[config.mk]
export PLATFORM = sky130hd
export DESIGN_NAME = jt12_cen_frac
export DESIGN_NICKNAME = d
export VERILOG_FILES = /design/src/rtl/jt12_cen_frac.sv
export SDC_FILE = /design/constraint.sdc
export NUM_CORES = 1
export LEC_CHECK = 0
export CAP_MARGIN = 10
export CORE_ASPECT_RATIO = 0.6
export CORE_UTILIZATION = 55
export CTS_BUF_LIST = sky130_fd_sc_hd__clkbuf_8
export DETAILED_ROUTE_END_ITERATION = 10
export DONT_BUFFER_PORTS = 1
export GPL_TIMING_DRIVEN = 0
export PLACE_DENSITY = 0.69
export SYNTH_ARGS = -nofsm -noshare
export SYNTH_HDL_FRONTEND = slang
export SYNTH_SLANG_ARGS = --single-unit
[constraint.sdc]
create_clock -name clk -period 6.37 [get_ports clk]
set_input_delay 1.274 -clock clk [delete_from_list [all_inputs] [get_ports clk]]
set_output_delay 1.274 -clock clk [all_outputs]
set_load 0.01 [all_outputs]
[src/rtl/jt12_cen_frac.sv]
`default_nettype none
// ============================================================================
//  Module      : jt12_cen_frac
//  Description : Fractional clock-enable generator. A phase accumulator adds
//                num every enabled clk and fires cen when it reaches den,
//                giving an average cen rate of num/den. The ratio can be
//                reprogrammed at run time and is applied at a period boundary.
//                The optional half-rate enable (cen_half) is built only when
//                the macro JT12_CEN_HALF_EN is defined; otherwise it is tied low.
//  Revision    : 1.0 - initial release
// ============================================================================
module jt12_cen_frac #(
    parameter int           W    = 16,
    parameter logic [W-1:0] NUM0 = {{(W-1){1'b0}}, 1'b1},
    parameter logic [W-1:0] DEN0 = {{(W-2){1'b0}}, 2'b10}
) (
    input  logic         clk,
    input  logic         rst0,
    input  logic         en,
    input  logic         cfg_we,
    input  logic [W-1:0] cfg_num,
    input  logic [W-1:0] cfg_den,
    output logic         cen,
    output logic         cen_half,
    output logic         cfg_pend,
    output logic         cfg_err
);

    logic [W-1:0] acc_q,  acc_d;
    logic [W-1:0] num_q,  num_d;
    logic [W-1:0] den_q,  den_d;
    logic [W-1:0] pnum_q, pnum_d;
    logic [W-1:0] pden_q, pden_d;
    logic         pend_q, pend_d;
    logic         cen_q,  cen_d;
    logic         err_q,  err_d;

    logic [W:0]   w_sum;
    logic         w_hit;
    logic         w_cfg_ok;

    // Phase accumulation, ratio apply and config validation.
    always_comb begin
        acc_d    = acc_q;
        num_d    = num_q;
        den_d    = den_q;
        pnum_d   = pnum_q;
        pden_d   = pden_q;
        pend_d   = pend_q;
        cen_d    = 1'b0;
        err_d    = 1'b0;

        // One extra bit so acc + num never wraps.
        w_sum    = {1'b0, acc_q} + {1'b0, num_q};
        w_hit    = (w_sum >= {1'b0, den_q});
        w_cfg_ok = (cfg_den != '0) && (cfg_num != '0) && (cfg_num <= cfg_den);

        if (en) begin
            cen_d = w_hit;
            // True difference is below den, so modular W-bit subtraction is exact.
            acc_d = w_hit ? (w_sum[W-1:0] - den_q) : w_sum[W-1:0];
            if (w_hit && pend_q) begin
                num_d  = pnum_q;
                den_d  = pden_q;
                acc_d  = '0;
                pend_d = 1'b0;
            end
        end else if (pend_q) begin
            // Stopped: nothing to align with, so the new ratio goes in at once.
            num_d  = pnum_q;
            den_d  = pden_q;
            acc_d  = '0;
            pend_d = 1'b0;
        end

        // A request in the apply cycle becomes the next pending ratio.
        if (cfg_we) begin
            if (w_cfg_ok) begin
                pnum_d = cfg_num;
                pden_d = cfg_den;
                pend_d = 1'b1;
            end else begin
                err_d  = 1'b1;
            end
        end
    end

    // Main state register with asynchronous reset.
    always_ff @(posedge clk or posedge rst0) begin
        if (rst0) begin
            acc_q  <= '0;
            num_q  <= NUM0;
            den_q  <= DEN0;
            pnum_q <= '0;
            pden_q <= '0;
            pend_q <= 1'b0;
            cen_q  <= 1'b0;
            err_q  <= 1'b0;
        end else begin
            acc_q  <= acc_d;
            num_q  <= num_d;
            den_q  <= den_d;
            pnum_q <= pnum_d;
            pden_q <= pden_d;
            pend_q <= pend_d;
            cen_q  <= cen_d;
            err_q  <= err_d;
        end
    end

    assign cen      = cen_q;
    assign cfg_pend = pend_q;
    assign cfg_err  = err_q;

`ifdef JT12_CEN_HALF_EN
    logic tog_q,  tog_d;
    logic half_q, half_d;

    // Toggle on every cen; the half pulse marks the 1->0 transition.
    always_comb begin
        tog_d  = tog_q;
        half_d = 1'b0;
        if (cen_d) begin
            tog_d  = ~tog_q;
            half_d = tog_q;
        end
    end

    // Half-rate toggle register with asynchronous reset.
    always_ff @(posedge clk or posedge rst0) begin
        if (rst0) begin
            tog_q  <= 1'b0;
            half_q <= 1'b0;
        end else begin
            tog_q  <= tog_d;
            half_q <= half_d;
        end
    end

    assign cen_half = half_q;
`else
    assign cen_half = 1'b0;
`endif

endmodule
`default_nettype wire
After elaboration in Yosys (flattened, before gate mapping)
Cells that the tools add are included.

Output and inout port bits: 4. Logic and storage cells: 38. Register bits after elaboration: 83. Input bits: 36.

Equality and inequality tests: 1. Add/sub/neg operators: 2. Reduce and logical (&&, ||, !) cells: 8. Mux-type cells: 17. Magnitude comparators: 2.

Operator list (count): $mux 16 (10); $reduce_bool 16->1 (2); $add 16x16->17 (1); $ge 17x16->1 (1); $le 16x16->1 (1); $sub 16x16->16 (1); $mux 1 (7); $reduce_and 2->1 (2); $logic_and 1x1->1 (3); $ne 2x1->1 const B (1); $reduce_bool 2->1 (1).

Logic depth before layout (Yosys ltp)
Word-level depth: 7. Gate-level depth with buffers: 18. Depth with buffers taken out: 17.

Worst setup path before layout
OpenSTA, ideal clock, no wires.

Path type: reg2reg. Start point: register num_q[0]. End point: register den_q[0]. Required time: 6.245 ns. Path slack: 2.244 ns. Buffers on the path: 1. Clock period less this slack: 4.126 ns. Arrival time: 4.001 ns. Setup time: 0.125 ns. Stages on the path, launching flop included: 18. Path through: dfstp_2 > ha_1 > inv_1 > fa_1 > nor2b_4 > o31ai_4 > a21oi_1 > nor2_1 > o21ai_0 > xor2_1 > ha_1 > a21o_1 > a221oi_1 > o21ai_0 > nor3_4 > a21oi_2 > buf_6 > mux2_4.

Cells in the longest elaborated chain, start to end: 5.

Ends and longest elaborated chain: start: declaration (RTL line 30) `logic [W-1:0] num_q, num_d;`; start signal: assignment (RTL line 101) `num_q <= num_d;`; $add 16x16->17 (RTL line 54) `w_sum = {1'b0, acc_q} + {1'b0, num_q};`; $ge 17x16->1 (RTL line 55) `w_hit = (w_sum >= {1'b0, den_q});`; $logic_and 1x1->1 (RTL line 62) `if (w_hit && pend_q) begin`; $ne 2x1->1 (no source line); $reduce_and 2->1 (no source line); end signal: assignment (RTL line 102) `den_q <= den_d;`; end: declaration (RTL line 31) `logic [W-1:0] den_q, den_d;`.

No other way between the ends. A chain may end at the register's enable or synchronous reset.

Worst setup path after layout
Start point: register num_q[1]. End point: register num_q[3].

Cells in the longest elaborated chain, start to end: 5.

Ends and longest elaborated chain (RTL line): $add 16x16->17 (54); $ge 17x16->1 (55); $logic_and 1x1->1 (62); $ne 2x1->1 (no source line); $reduce_and 2->1 (no source line).

No other way between the ends.

==> metrics.txt <==
outcome completed; Top delay family on crit path compound AO/OA/AOI/OAI gates; Synth top area share 0.370; critical path class reg2reg; # setup viols final 0; post-synthesis net count 597; CTS Root Cell clkbuf_8; Crit Reg-Reg Startpoint num_q[1]$_DFFE_PP0P_; Syn-to-layout area delta 7.03%; async set or reset register ratio after synthesis 1.00; Hold Fails Final Rpt 0; final max-slew violation count 0; RR Endpoint num_q[3]$_DFFE_PP0P_; CTS tree yes; Synth cell types 63; CP Buf/Inv Count 1; H-tree levels 3; clk_skew 9.65 ps; pin count of the biggest net entering global routing 57; grt ovf 0; CP max stage delay 580 ps; die height 79.3 µm; hold path start pden_q[11]$_DFFE_PP0P_; die area 0.0104 mm²; Setup TNS 0 ps; Vias/cell 6.18; Worst Setup SP num_q[1]$_DFFE_PP0P_; Warnings, synthesis 0; post-synthesis sequential area ratio 0.379; Max Cap Viol 0; fin area 0.00587 mm²; Hold Path Sink den_q[11]$_DFFE_PP0P_; Antenna diodes 0; Final ANT Viol Nets 0; CTS Sinks 83; Final nets 609; Setup Fix Bufs, Post-CTS 0; routed vias 4,069; crit path cell chain ha_1, a211oi_1, o21bai_1, a211oi_1, a21oi_1, a311oi_1, xnor2_1, ha_1, nand4_1, o41ai_1, or4b_4, nor3_4, a21oi_2, buf_6, mux2_4; via count of the first global-routing pass 4,119; clock slew seen by the registers of the worst setup and hold paths 90 ps; count leader, synth dfrtp_1; drt pass-1 iters 5; die width 131 µm; Worst Setup Start Kind register; register bit count reported by yosys 83; Worst EP arrival 5170 ps; first-pass GRT wire length 21.4 mm; Gate Count Post-Synth 511; RSZ-0062 raised after global routing no; crit path max fanout 10; Cell Area, Placed 0.00568 mm²; Non-Filler Instances 658; Initial Utilization 0.582; Min Clock Period, post-route 4920 ps; post_cts resized 0; layout cells sized above 1 0.193; initial antenna violation count 0; CP required 6620 ps; ys flop type dfrtp_1; DRT Wirelength 13.0 mm; final worst path period share 0.773; Clock Tree Buf Depth 2; Slew headroom 0.602; gpl congestion 0.899; CP endpoint kind register; routed len/inst 19.8 µm; R2R Setup Slk 1450 ps; gr usage total 0.279; synth cell count leaders 81 x dfrtp_1, 49 x inv_1, 48 x ha_1; Fmax achieved 0.203 GHz; num rows 27; placed insts 642; Hold WC Path Type reg2reg; Clock Latency Late Sink 360 ps; Post-synth EDFFs 0; synth top area cells dfrtp_1 37%, ha_1 11%, mux2_4 8.2%, mux2_2 7.0%, inv_1 3.4%; Remaining DRCs 0; number of DRC markers in iteration 0 364; Hold Buf Count CTS 0; Post-Syn Area per Cell 10.7 µm²; hold path depth 1; dpl hpwl 10.4 mm; slowest CP cell o41ai_1; Core ar. 0.00943 mm²; Cell Area, Synth 0.00548 mm²; number of port buffers 0; area leader, netlist dfrtp_1; Worst-Margin Slew 591 ps; R2R cell count 15; Ports 40; CTS Buf Count 9
## layout by cell type (no fill, tap or decap), types with 9 or more instances in the layout
| cell | n |
|---|---|
| inv_1 | 49 |
| mux2_2 | 34 |
| ha_1 | 48 |
| and3_1 | 13 |
| a221o_1 | 9 |
| nor2_1 | 16 |
| mux2_4 | 30 |
| o21a_1 | 11 |
| o21ai_0 | 19 |
| xnor2_1 | 14 |
| nand2_1 | 23 |
| a21o_1 | 10 |
| nor3_1 | 9 |
| nand4_1 | 9 |
| a21oi_1 | 20 |
| nand3_1 | 14 |
| clkbuf_8 | 9 |
| dfrtp_1 | 81 |
## sequential cells by signal (all words and copies together), names as in the netlist
name and cells:
acc_q 16, den_q 16, num_q 16, pden_q 16, pnum_q 16, cen 1, cfg_err 1, cfg_pend 1
## kinds of logic (layout without fill, tap and decap cells)
logic type,after synthesis,after routing,share of synthesized area
compound gates,108,108,0.143
xor+xnor,20,20,0.0319
fa+ha+maj,50,50,0.117
buf+inv,62,79,0.0481
flops,83,83,0.379
mux,68,68,0.159
other cells,1,1,0.000684
simple gates,119,119,0.121
## cell type report
cell class / instances / area, µm²
plain buffers: 13 / 80.1
clock buffers: 9 / 124
clock inverters: 7 / 68.8
fillers: 761 / 3560
inverters: 49 / 186
multi-input cells: 366 / 3140
flip-flops and latches: 83 / 2080
well taps: 130 / 163
repair buffers: 1 / 27.5
## worst max-delay path by stage
stage | to | slack (ps) | cells past startpoint
after detailed placement | den_q[13]$_DFFE_PP0P_ | 1570 | 15
after floorplan | den_q[0]$_DFFE_PP0P_ | 2240 | 17
after global routing | num_q[4]$_DFFE_PP0P_ | 1190 | 17
final | num_q[3]$_DFFE_PP0P_ | 1450 | 15
after global placement | den_q[14]$_DFFE_PP0P_ | 1590 | 15
after CTS | num_q[7]$_DFFE_PP0P_ | 1540 | 17
## routing by layer
layer / global-route usage / share of wire / up-vias
met3: 0.0775 / 0.071 / 17
met2: 0.407 / 0.41 / 149
met5: 0 / 0 / -
li1: - / - / 1893
met1: 0.408 / 0.51 / 2010
met4: 0.0598 / 0.0093 / 0
## metrics by stage
stage / worst slack [ps] / hold slack (ps) / util
final: 1450 / 506 / 0.623
after global routing: 1190 / 523 / 0.623
after detailed placement: 1570 / 490 / 0.602
after floorplan: 2240 / 456 / -
after CTS: 1540 / 510 / 0.623
after global placement: 1590 / 492 / 0.599
Power is not shown: default switching activity piles up to over one toggle a cycle in this logic, so the estimate is an artifact.
